**config.mk**
```make
export PLATFORM = sky130hd
export DESIGN_NAME = mux8_rr_arbiter
export DESIGN_NICKNAME = d
export VERILOG_FILES = /design/src/rtl/mux8_rr_arbiter_pkg.sv /design/src/rtl/mux8_rr_arbiter_rr_pick8.sv /design/src/rtl/mux8_rr_arbiter.sv
export SDC_FILE = /design/constraint.sdc
export NUM_CORES = 1
export LEC_CHECK = 0
export BUFFER_PORTS_ARGS = -buffer_cell sky130_fd_sc_hd__buf_2
export CORE_MARGIN = 8
export CORE_UTILIZATION = 35
export CTS_CLUSTER_DIAMETER = 50
export DETAILED_ROUTE_END_ITERATION = 8
export PLACE_DENSITY_LB_ADDON = 0.08
export SYNTH_ARGS = -nofsm -noshare
export SYNTH_HDL_FRONTEND = slang
export SYNTH_SLANG_ARGS = --single-unit
```
**constraint.sdc**
```tcl
create_clock -name clk -period 4 [get_ports clk]
set_clock_uncertainty 0.05 [all_clocks]
set_input_delay 0.8 -clock clk [delete_from_list [all_inputs] [get_ports clk]]
set_output_delay 0.8 -clock clk [all_outputs]
set_load 0.03 [all_outputs]
```
**src/rtl/mux8_rr_arbiter_pkg.sv**
```systemverilog
// Shared constants, FSM encoding and helpers for the 8-way round-robin mux arbiter.
package mux8_rr_arbiter_pkg;

  localparam int N_REQ        = 8;
  localparam int SEL_W        = 3;
  localparam int DEF_MAX_HOLD = 8;

  typedef enum logic {
    ST_IDLE  = 1'b0,
    ST_GRANT = 1'b1
  } state_e;

  // One-hot decode of a requester index into a grant vector.
  function automatic logic [N_REQ-1:0] onehot8(input logic [SEL_W-1:0] idx);
    logic [N_REQ-1:0] v;
    v      = '0;
    v[idx] = 1'b1;
    return v;
  endfunction

endpackage

```
**src/rtl/mux8_rr_arbiter_rr_pick8.sv**
```systemverilog
// Rotating-priority encoder: finds the first set bit of (req & mask) searching
// ptr, ptr+1, ... ptr+7 with 3-bit wrap. Purely combinational.
module rr_pick8
  import mux8_rr_arbiter_pkg::*;
(
  input  logic [N_REQ-1:0] req,
  input  logic [SEL_W-1:0] ptr,
  input  logic [N_REQ-1:0] mask,
  output logic             found,
  output logic [SEL_W-1:0] idx
);

  logic [N_REQ-1:0] cand;
  logic [SEL_W-1:0] pos;

  // Walk the eight positions starting at ptr; the first candidate wins.
  always_comb begin
    cand  = req & mask;
    found = 1'b0;
    idx   = '0;
    pos   = '0;
    for (int k = 0; k < N_REQ; k++) begin
      pos = ptr + SEL_W'(k);
      if (!found && cand[pos]) begin
        found = 1'b1;
        idx   = pos;
      end
    end
  end

endmodule

```
**src/rtl/mux8_rr_arbiter.sv**
```systemverilog
// Round-robin arbiter driving the select of an external 8:1 mux.
// Registered gnt/sel/valid/owner_chg; one-cycle request-to-grant latency and
// no idle bubble when ownership passes directly between requesters.
// Optional build macro MUX8_ARB_TIMEOUT_EN: adds a hold counter that forces
// the owner off after MAX_HOLD consecutive cycles when someone else waits.
//
// Handshake: valid is high exactly when gnt is non-zero; while valid is high,
// sel is the binary index of the single set gnt bit and the mux output belongs
// to that requester. A requester keeps ownership by holding its req bit high;
// dropping it for one cycle releases the mux, and raising it again later is a
// fresh request.
module mux8_rr_arbiter
  import mux8_rr_arbiter_pkg::*;
#(
  parameter int MAX_HOLD = DEF_MAX_HOLD,
  parameter int CNT_W    = 8
) (
  input  logic             clk,
  input  logic             rst,
  input  logic [N_REQ-1:0] req,
  output logic [N_REQ-1:0] gnt,
  output logic [SEL_W-1:0] sel,
  output logic             valid,
  output logic             owner_chg
);

  state_e           state_q, state_d;
  logic [N_REQ-1:0] gnt_q, gnt_d;
  logic [SEL_W-1:0] sel_q, sel_d;
  logic             valid_q, valid_d;
  logic             owner_chg_q, owner_chg_d;
  logic [SEL_W-1:0] ptr_q, ptr_d;

  logic             own_req;
  logic             force_rel;
  logic             take_new;
  logic [N_REQ-1:0] pick_mask;
  logic             pick_found;
  logic [SEL_W-1:0] pick_idx;

`ifdef MUX8_ARB_TIMEOUT_EN
  logic [CNT_W-1:0] cnt_q, cnt_d;
  logic             at_limit;

  // Forced release only when the owner still wants the mux, has used its
  // full slot, and somebody else is actually waiting.
  always_comb begin
    at_limit  = (cnt_q == CNT_W'(MAX_HOLD - 1));
    force_rel = (state_q == ST_GRANT) && own_req && at_limit &&
                (|(req & ~gnt_q));
  end
`else
  logic unused_cfg;
  assign unused_cfg = ^{32'(MAX_HOLD), 32'(CNT_W)};
  assign force_rel  = 1'b0;
`endif

  assign own_req = req[sel_q];

  // The current owner is masked out only during a forced release so the
  // search lands on the next waiting requester; otherwise all bits compete.
  assign pick_mask = force_rel ? ~gnt_q : {N_REQ{1'b1}};

  rr_pick8 u_pick (
    .req   (req),
    .ptr   (ptr_q),
    .mask  (pick_mask),
    .found (pick_found),
    .idx   (pick_idx)
  );

  // State register plus all registered outputs; async reset clears everything.
  always_ff @(posedge clk or posedge rst) begin
    if (rst) begin
      state_q     <= ST_IDLE;
      gnt_q       <= '0;
      sel_q       <= '0;
      valid_q     <= 1'b0;
      owner_chg_q <= 1'b0;
      ptr_q       <= '0;
`ifdef MUX8_ARB_TIMEOUT_EN
      cnt_q       <= '0;
`endif
    end else begin
      state_q     <= state_d;
      gnt_q       <= gnt_d;
      sel_q       <= sel_d;
      valid_q     <= valid_d;
      owner_chg_q <= owner_chg_d;
      ptr_q       <= ptr_d;
`ifdef MUX8_ARB_TIMEOUT_EN
      cnt_q       <= cnt_d;
`endif
    end
  end

  // Next-state: decide whether a new owner is granted this edge or the
  // arbiter falls back to idle.
  always_comb begin
    state_d  = state_q;
    take_new = 1'b0;
    case (state_q)
      ST_IDLE: begin
        if (pick_found) begin
          take_new = 1'b1;
          state_d  = ST_GRANT;
        end
      end
      ST_GRANT: begin
        if (!own_req || force_rel) begin
          if (pick_found) begin
            take_new = 1'b1;
          end else begin
            state_d = ST_IDLE;
          end
        end
      end
      default: state_d = ST_IDLE;
    endcase
  end

  // Output/datapath next values. sel only moves on a new grant, so the mux
  // select never passes through intermediate indices.
  always_comb begin
    gnt_d       = gnt_q;
    sel_d       = sel_q;
    valid_d     = valid_q;
    owner_chg_d = 1'b0;
    ptr_d       = ptr_q;
`ifdef MUX8_ARB_TIMEOUT_EN
    cnt_d       = cnt_q;
`endif
    if (take_new) begin
      gnt_d       = onehot8(pick_idx);
      sel_d       = pick_idx;
      valid_d     = 1'b1;
      owner_chg_d = 1'b1;
      ptr_d       = pick_idx + SEL_W'(1);
`ifdef MUX8_ARB_TIMEOUT_EN
      cnt_d       = '0;
`endif
    end else if (state_q == ST_GRANT && state_d == ST_IDLE) begin
      gnt_d   = '0;
      valid_d = 1'b0;
    end else if (state_q == ST_GRANT) begin
`ifdef MUX8_ARB_TIMEOUT_EN
      // Owner keeps the mux: count its slot; at the limit with nobody
      // waiting the slot simply restarts.
      cnt_d = at_limit ? '0 : cnt_q + CNT_W'(1);
`endif
    end
  end

  assign gnt       = gnt_q;
  assign sel       = sel_q;
  assign valid     = valid_q;
  assign owner_chg = owner_chg_q;

endmodule

```
-- After elaboration in Yosys (flattened, before gate mapping)
Index checks and enable logic that the tools add are counted.
- register bits: 17
- input port bits: 10
- add/sub/neg operators: 8
- magnitude comparators: 11
- muxes and demuxes: 46
- bitwise operators: 2
- reductions and logical operators: 17
- operator list (kind ; count):
    < comparator 3 x 4 -> 1 bit (second input constant) ; 10
    binary-select mux 1 bit (select 3 bit) ; 9
    two-way mux 1 bit ; 24
    two-way mux 3 bit ; 8
    two-way mux 8 bit ; 2
    adder 3 bit (second input constant) ; 4
    logical AND 1 bit ; 9
    zero test 1 bit ; 7
    adder 3 x 1 -> 3 bit (second input constant) ; 2
    adder 3 x 2 -> 3 bit (second input constant) ; 2
    case mux 1 bit (2 select lines) ; 2
    demux 1 bit (select 3 bit) ; 1
    >= comparator 3 x 1 -> 1 bit (second input constant) ; 1
    inverter 1 bit ; 2
    nonzero test 2 bit ; 1

-- Longest topological paths before layout
Gate-level depths: netlist of the first run.
- depth in word-level cells: 31
- gate-level depth with buffers: 13
- gate-level depth less buffers: 10

-- Cells and area by module
A second synthesis of the first run with hierarchy kept.
- cell total of the unflattened synthesis: 218
- area total of the unflattened synthesis: 1928.1 µm²
- modules (own cells, without submodules) (module ; times used ; cells an instance ; area an instance (µm²) ; seq. area each (µm²)):
    rr_pick8 ; 1 ; 138 ; 1013.5 ; 0.0
    mux8_rr_arbiter ; 1 ; 80 ; 914.6 ; 425.4

-- Worst setup path before layout of the first run
Ideal clock, no wire load.
- path kind: register -> register
- start point: reg ptr_q[0]
- end point: reg ptr_q[2]
- setup time: 82 ps
- arrival time: 3264 ps
- required time: 3868 ps
- path slack: 603 ps
- stages on the path, launching flop included: 13
- path buffers: 2
- period minus slack after synthesis: 3397 ps
- path through: dfrtp_1 > buf_2 > inv_2 > ha_1 > buf_6 > mux2_1 > mux4_2 > nand3b_4 > a211oi_4 > a22oi_1 > a21o_1 > or4_4 > o211ai_2
- cells in the longest elaborated chain, start to end: 27
- RTL lines (what ; line ; source):
    start, declared ; mux8_rr_arbiter.sv:32 ; logic [SEL_W-1:0] ptr_q, ptr_d;
    start signal, assigned ; mux8_rr_arbiter.sv:90 ; ptr_q <= ptr_d;
    branches (longest 27 deep; another with adder 3 x 1 -> 3 bit) ; - ;
Several ways; the timed one is not identified. The select of a mux whose other input is x is not followed.
A chain may end at the register's enable or synchronous reset.

-- Worst setup path in the final report of the first run
- start point: reg ptr_q[0]
- end point: reg gnt_q[0] (netlist: gnt[0])
- cells in the longest elaborated chain, start to end: 30
- RTL lines (what ; line ; source):
    branches (longest 30 deep; another with adder 3 x 1 -> 3 bit) ; - ;
    end signal, assigned ; mux8_rr_arbiter.sv:86 ; gnt_q <= gnt_d;
    end, declared ; mux8_rr_arbiter.sv:28 ; logic [N_REQ-1:0] gnt_q, gnt_d;
Several ways; the timed one is not identified. The select of a mux whose other input is x is not followed.

==> results.toml, run 1 <==
[logic_synthesis]
ys_ff_latch = 17
seq_area_frac_synth = 0.253
avgSynthCellArea_um2 = 10.5
yosys.area.top_type_share = 0.253
synth-warning-count = 0
synth_ff_type = "dfrtp_1"
synth_edf_count = 0
synthCells = 161
async_flop_share = 1.00
synth.net_count = 173
ys_types = 49
synth_area_um2 = 1680
synthTopCellsByArea = "dfrtp_1 (25%), mux4_2 (17%), mux2i_1 (8.3%)"
yosys.area.top_type = "dfrtp_1"

[hold_path]
hp-class = "flip-flop to flip-flop"
min_path_cells = 2

[timing]
hold_viol_final = 0
clock.fmax_mhz = 282
period_share = 0.886
tightest_slew_ns = 0.656
setup_tns_ns = 0
setup_violations = 0
maxSlewHeadroom = 0.562
period_needed_ns = 3.54
slew_violations = 0
rsz0062_at_grt = "false"

[critical_path]
end_kind = "flip-flop"
cp.depth = 10
cpPeakStageDelay_ns = 0.53
worstPathRequired_ns = 4.09
cp.arrival_ns = 3.63
cp_max_fo = 9
cpMostUsedCell = "inv_2"
critical_path_class = "flip-flop to flip-flop"
regToRegSetupSlack_ns = 0.46
crit_path_cell_trace = "inv_2 > ha_1 > mux2_1 > mux4_2 > nand3b_4 > a211oi_4 > a32oi_2 > inv_2 > nor2_1 > a32o_1"
cp_slowest_cell = "ha_1"
critPathTopFamily = "compound AO/OA/AOI/OAI gates"
rr_worst_depth = 10
crit_path_start_kind = "flip-flop"
cp_num_buf_inv = 2

[cts]
cts_setup_buffers = 0
clockRootBuffer = "clkbuf_8"
clk_pin_slew_worst_paths_ns = 0.07
cts_tree = "yes"
cts_sinks = 17
cts_resized = 0
htreeDepth = 1
cts_buffers = 3
hold_buffers = 0
clock_path_buffers = 2
insertion_delay_ns = 0.25

[flow_run]
maxCapViolCount = 0

[final_layout]
finalNetCount = 197
syn_to_final_growth_pct = 12.6
drive_gt1_frac = 0.321
diodes = 0
final_cell_mix = "buf_2 (22), dfrtp_1 (17), mux2i_1 (14), nand2_1 (14), mux4_2 (13)"
layout.cells.most_common = "buf_2"

[grt]
globalRouteOverflowTotal = 0
first_global_vias = 1467
antenna_found_initial = 0
grt_max_degree = 18
track_usage = 0.125
grt_pass1_wl_um = 7440

[routing]
vias_per_cell = 6.05
vias = 1441
firstDrtPassIters = 4
drt_iter0_markers = 124
drt_wl_total_um = 4420
wire_per_inst_um = 18.6
postRouteAntennaNets = 0
drc = 0

[die]
start_util = 0.359
die_w_um = 85.3
ioPinCount = 23
chipHeight_um = 85.3
dieArea_um2 = 7280
coreArea_um2 = 4690
num_rows = 25

[run_status]
status = "finished clean"

[placement]
gp_congestion = 0.881
numPortBuffers = 22
post-dp-hpwl_um = 3490
==> synthesized netlist by cell type, drive strengths merged, types with 3 or more instances <==
library cell	instances
xnor2	3
nand2b	3
nor2	9
nand3	3
nand2	14
a21oi	5
mux2	10
mux2i	14
o21ai	4
mux4	13
and2	3
dfrtp	17
a32o	6
inv	9
a22o	3
o211ai	3
o22ai	5
a21o	3
buf	6
==> state kept, by name, summed over array words and instances (netlist names) <==
register	flops
gnt	8
owner_chg	1
ptr_q	3
sel	3
state_q	1
valid	1
==> area by class of cell <==
| cell class | count | area [um2] |
|---|---|---|
| inverter | 9 | 33.8 |
| clock buffer | 3 | 41.3 |
| multi-input combinational | 128 | 1180 |
| clock inverter | 1 | 5.00 |
| sequential | 17 | 425 |
| fill | 472 | 2800 |
| tap | 54 | 67.6 |
| timing repair buffer | 26 | 140 |
==> kinds of logic (layout without fill, tap and decap cells) <==
family                   after synthesis  count (layout)  share of synthesized area
adder cells (fa/ha/maj)                2               2                     0.0149
buffers and inverters                 16              39                     0.0454
AND/OR/NAND/NOR                       39              39                      0.121
XOR/XNOR                               4               4                     0.0208
AO/OA/AOI/OAI                         46              46                      0.221
flip-flops                            17              17                      0.253
multiplexers                          37              37                      0.324
==> per-stage QoR <==
stage	worst slack, ns	hold slack, ns	cell area (um2)	utilization	std cells
floorplan	0.603	0.525	1680	-	161
global placement	0.507	0.421	1850	0.394	234
detailed placement	0.480	0.409	1850	0.394	234
CTS	0.470	0.425	1890	0.404	238
finish	0.456	0.418	1890	0.404	238
global route	0.260	0.443	1890	0.404	238
==> worst paths after layout <==
path                                   endpoint            startpoint
hold / removal                valid$_DFFE_PP0P_     valid$_DFFE_PP0P_
setup / recovery             gnt[0]$_DFFE_PP0P_  ptr_q[0]$_DFFE_PP0P_
hold reg to reg               valid$_DFFE_PP0P_     valid$_DFFE_PP0P_
max in group asynchronous  ptr_q[2]$_DFFE_PP0P_                   rst
min in group asynchronous    gnt[2]$_DFFE_PP0P_                   rst
setup reg to reg             gnt[0]$_DFFE_PP0P_  ptr_q[0]$_DFFE_PP0P_
==> worst min-delay path: stages, from the launching register on <==
cell	delay, ns
dfrtp_1	0.33
nand2_1	0.05
nand2_1	0.05
==> per-layer routing <==
| metal | up-vias | wire [um] | track usage |
|---|---|---|---|
| met5 | - | 0 | 0 |
| met4 | 0 | 82 | 0.0334 |
| met3 | 6 | 199 | 0.0261 |
| met2 | 46 | 1980 | 0.187 |
| met1 | 698 | 2170 | 0.175 |
| li1 | 691 | - | - |
Power of run 1 is not shown: default switching activity piles up to over one toggle a cycle in this logic, so the estimate is an artifact.
==> run 2: changes to the inputs <==
clock period = 4.42 ns   (was 4 ns; I/O delays follow)
==> results.toml, run 2 (synthesized netlist as in run 1, its figures left out) <==
[cts]
hold_buffers = 0
cts_sinks = 17
htreeDepth = 1
clock_path_buffers = 2
cts_tree = "yes"
cts_setup_buffers = 0
insertion_delay_ns = 0.25
cts_buffers = 3
cts_resized = 0
clk_pin_slew_worst_paths_ns = 0.07
clockRootBuffer = "clkbuf_8"

[die]
die_w_um = 85.3
ioPinCount = 23
start_util = 0.359
num_rows = 25
chipHeight_um = 85.3
coreArea_um2 = 4690
dieArea_um2 = 7280

[routing]
drt_wl_total_um = 4440
drc = 0
wire_per_inst_um = 18.7
drt_iter0_markers = 122
firstDrtPassIters = 4
vias = 1486
postRouteAntennaNets = 0
vias_per_cell = 6.27

[grt]
grt_pass1_wl_um = 7420
grt_max_degree = 18
first_global_vias = 1464
track_usage = 0.126
antenna_found_initial = 0
globalRouteOverflowTotal = 0

[critical_path]
worstPathRequired_ns = 4.51
end_kind = "flip-flop"
cp_max_fo = 10
timing.rr.start = "ptr_q[1]$_DFFE_PP0P_"
rr_worst_depth = 10
cp.arrival_ns = 3.75
crit_path_start_kind = "flip-flop"
crit_start = "ptr_q[1]$_DFFE_PP0P_"
critical_path_class = "flip-flop to flip-flop"

[final_layout]
multi_input_area_um2 = 1180
final_cell_mix = "buf_2 (22), dfrtp_1 (17), mux2i_1 (14), nand2_1 (14), mux4_2 (13)"
regArea_um2 = 425
syn_to_final_growth_pct = 12.1
fillers = 469
drive_gt1_frac = 0.317
layout.cells.most_common = "buf_2"
finalNetCount = 196
diodes = 0
largest_register_ffs = 8

[timing]
clock.fmax_mhz = 273
setup_violations = 0
hold_viol_final = 0
tightest_slew_ns = 0.614
setup_tns_ns = 0
slew_violations = 0
maxSlewHeadroom = 0.590
period_share = 0.829
rsz0062_at_grt = "false"
period_needed_ns = 3.66

[placement]
numPortBuffers = 22
post-dp-hpwl_um = 3520
gp_congestion = 0.840

[run_status]
status = "finished clean"

[hold_path]
hold_start = "gnt[3]$_DFFE_PP0P_"
hp-class = "flip-flop to flip-flop"
min_path_cells = 2

[flow_run]
maxCapViolCount = 0
run 2: cell count changes in the layout (fill, tap and decap cells not counted):
cell,before,now
buf_4,4,3
run 2: worst paths after layout:
kind | endpoint | slack, ns
setup / recovery | gnt[2]$_DFFE_PP0P_ | 0.76
hold / removal | gnt[3]$_DFFE_PP0P_ | 0.43
setup reg to reg | gnt[2]$_DFFE_PP0P_ | 0.76
hold reg to reg | gnt[3]$_DFFE_PP0P_ | 0.43
max in group asynchronous | owner_chg$_DFF_PP0_ | 3.27
min in group asynchronous | gnt[2]$_DFFE_PP0P_ | 0.65
run 2: stage by stage:
step	worst slack (ns)	std cells	utilization	instance area (um2)	hold slack (ns)
3_5_place_dp	0.801	233	0.392	1840	0.426
3_3_place_gp	0.795	233	0.392	1840	0.419
4_1_cts	0.781	237	0.402	1890	0.439
6_report	0.757	237	0.402	1890	0.431
2_1_floorplan	1.02	161	-	1680	0.525
5_1_grt	0.562	237	0.402	1890	0.467
run 2: worst max-delay path, stage by stage (launching register included):
cell	delay, ns
dfrtp_1	0.35
inv_1	0.13
ha_1	0.55
mux2_1	0.42
mux4_2	0.47
nand3b_4	0.18
a21oi_1	0.28
nand2_1	0.12
o32ai_1	0.49
nor2_1	0.21
a32o_1	0.29
run 2: cell type report:
cell class / count / share of cell area
Inverter: 9 / 0.0179
Clock buffer: 3 / 0.0219
Clock inverter: 1 / 0.00265
Timing Repair Buffer: 25 / 0.0703
Multi-Input combinational cell: 128 / 0.626
Sequential cell: 17 / 0.225
Tap cell: 54 / 0.0358
run 2: per-layer routing:
layer / wire [um] / up-vias / global-route usage / share of wire
met5: 0 / - / 0 / 0
met4: 41 / 0 / 0.0271 / 0.0092
met3: 246 / 4 / 0.0212 / 0.055
met2: 2030 / 58 / 0.202 / 0.46
met1: 2120 / 741 / 0.172 / 0.48
li1: - / 683 / - / -
Power of run 2 is left out for the same reason.
==> run 3: changes to the inputs <==
clock period = 3.55 ns   (was 4.42 ns; I/O delays follow)
==> results.toml, run 3 (synthesized netlist as in run 1, its figures left out) <==
[critical_path]
cp_slowest_cell = "or4_4"
cp.arrival_ns = 3.40
crit_start = "ptr_q[1]$_DFFE_PP0P_"
crit_path_cell_trace = "inv_1 > ha_4 > mux2_1 > mux4_2 > nand3b_4 > a21oi_1 > nand2_1 > o32a_1 > or4_4 > o211ai_2"
setup.worst_path.end = "ptr_q[2]$_DFFE_PP0P_"
cp.depth = 10
critical_path_class = "flip-flop to flip-flop"
crit_path_start_kind = "flip-flop"
critPathTopFamily = "multiplexers"
r2r_end = "ptr_q[2]$_DFFE_PP0P_"
timing.rr.start = "ptr_q[1]$_DFFE_PP0P_"
rr_worst_depth = 10
cp_num_buf_inv = 1
end_kind = "flip-flop"
cp_max_fo = 10
regToRegSetupSlack_ns = 0.27
worstPathRequired_ns = 3.67
cpPeakStageDelay_ns = 0.50

[routing]
drc = 0
drt_wl_total_um = 4350
drt_iter0_markers = 99
postRouteAntennaNets = 0
vias = 1471
wire_per_inst_um = 18.0
vias_per_cell = 6.08
firstDrtPassIters = 4

[timing]
maxSlewHeadroom = 0.563
setup_violations = 0
setup_tns_ns = 0
slew_violations = 0
clock.fmax_mhz = 305
rsz0062_at_grt = "false"
tightest_slew_ns = 0.655
hold_viol_final = 0
period_needed_ns = 3.28
worst_slack_ns = 0.274
period_share = 0.923

[grt]
grt_pass1_wl_um = 7330
first_global_vias = 1456
globalRouteOverflowTotal = 0
track_usage = 0.124
grt_max_degree = 18
antenna_found_initial = 0

[placement]
gp_congestion = 0.881
dp_slack_ns = 0.0985
post-dp-hpwl_um = 3490
numPortBuffers = 22

[die]
dieArea_um2 = 7280
die_w_um = 85.3
start_util = 0.359
num_rows = 25
ioPinCount = 23
coreArea_um2 = 4690
chipHeight_um = 85.3

[final_layout]
final_cell_mix = "buf_2 (22), dfrtp_1 (17), mux2i_1 (14), nand2_1 (14), mux4_2 (13)"
drive_gt1_frac = 0.340
finalNetCount = 201
layout.cells.most_common = "buf_2"
diodes = 0
syn_to_final_growth_pct = 15.2
largest_register_ffs = 8

[cts]
clock_path_buffers = 2
cts_sinks = 17
clk_pin_slew_worst_paths_ns = 0.08
cts_tree = "yes"
cts_buffers = 3
clockRootBuffer = "clkbuf_8"
hold_buffers = 0
insertion_delay_ns = 0.26
htreeDepth = 1

[run_status]
status = "finished clean"

[flow_run]
maxCapViolCount = 0

[hold_path]
hp-class = "flip-flop to flip-flop"
min_path_cells = 2
## run 3: cell count changes in the layout (fill, tap and decap cells not counted), sizes merged
cell,delta
clkinv,-1
clkinvlp,+1
buf,+5
## run 3: repair_timing
item,CTS,global route
setup endpoints to repair,0,11
setup buffers,0,0
gates resized for setup,0,2
## run 3: area by class of cell
cell class	instances	area [um2]
Timing Repair Buffer	30	170
Fill cell	473	2750
Clock buffer	3	41.3
Clock inverter	1	7.51
Inverter	9	33.8
Tap cell	54	67.6
Multi-Input combinational cell	128	1190
Sequential cell	17	425
## run 3: tightest hold or removal path: cells and delay by family, from the launching register on
family / cells / cell delay (ns)
flops: 1 / 0.34
simple gates: 2 / 0.10
## run 3: layer usage
| metal | vias to the layer above | GRT usage | part of all wire |
|---|---|---|---|
| li1 | 696 | - | - |
| met1 | 720 | 0.167 | 0.48 |
| met2 | 51 | 0.190 | 0.45 |
| met3 | 4 | 0.0367 | 0.057 |
| met4 | 0 | 0.0239 | 0.0092 |
| met5 | - | 0 | 0 |
## run 3: metrics by stage
stage	utilization	instance area, um2	hold WS (ns)	instances
floorplan	-	1680	0.525	161
global placement	0.400	1880	0.412	238
detailed placement	0.400	1880	0.418	238
CTS	0.411	1930	0.434	242
global route	0.413	1940	0.462	242
finish	0.413	1940	0.428	242
## run 3: how the worst min path moves through the flow
| stage | start | to |
|---|---|---|
| floorplan | state_q$_DFF_PP0_ | valid$_DFFE_PP0P_ |
| global placement | valid$_DFFE_PP0P_ | valid$_DFFE_PP0P_ |
| detailed placement | gnt[3]$_DFFE_PP0P_ | gnt[3]$_DFFE_PP0P_ |
| CTS | gnt[3]$_DFFE_PP0P_ | gnt[3]$_DFFE_PP0P_ |
| global route | gnt[3]$_DFFE_PP0P_ | gnt[3]$_DFFE_PP0P_ |
| finish | gnt[3]$_DFFE_PP0P_ | gnt[3]$_DFFE_PP0P_ |
Power of run 3 is left out for the same reason.
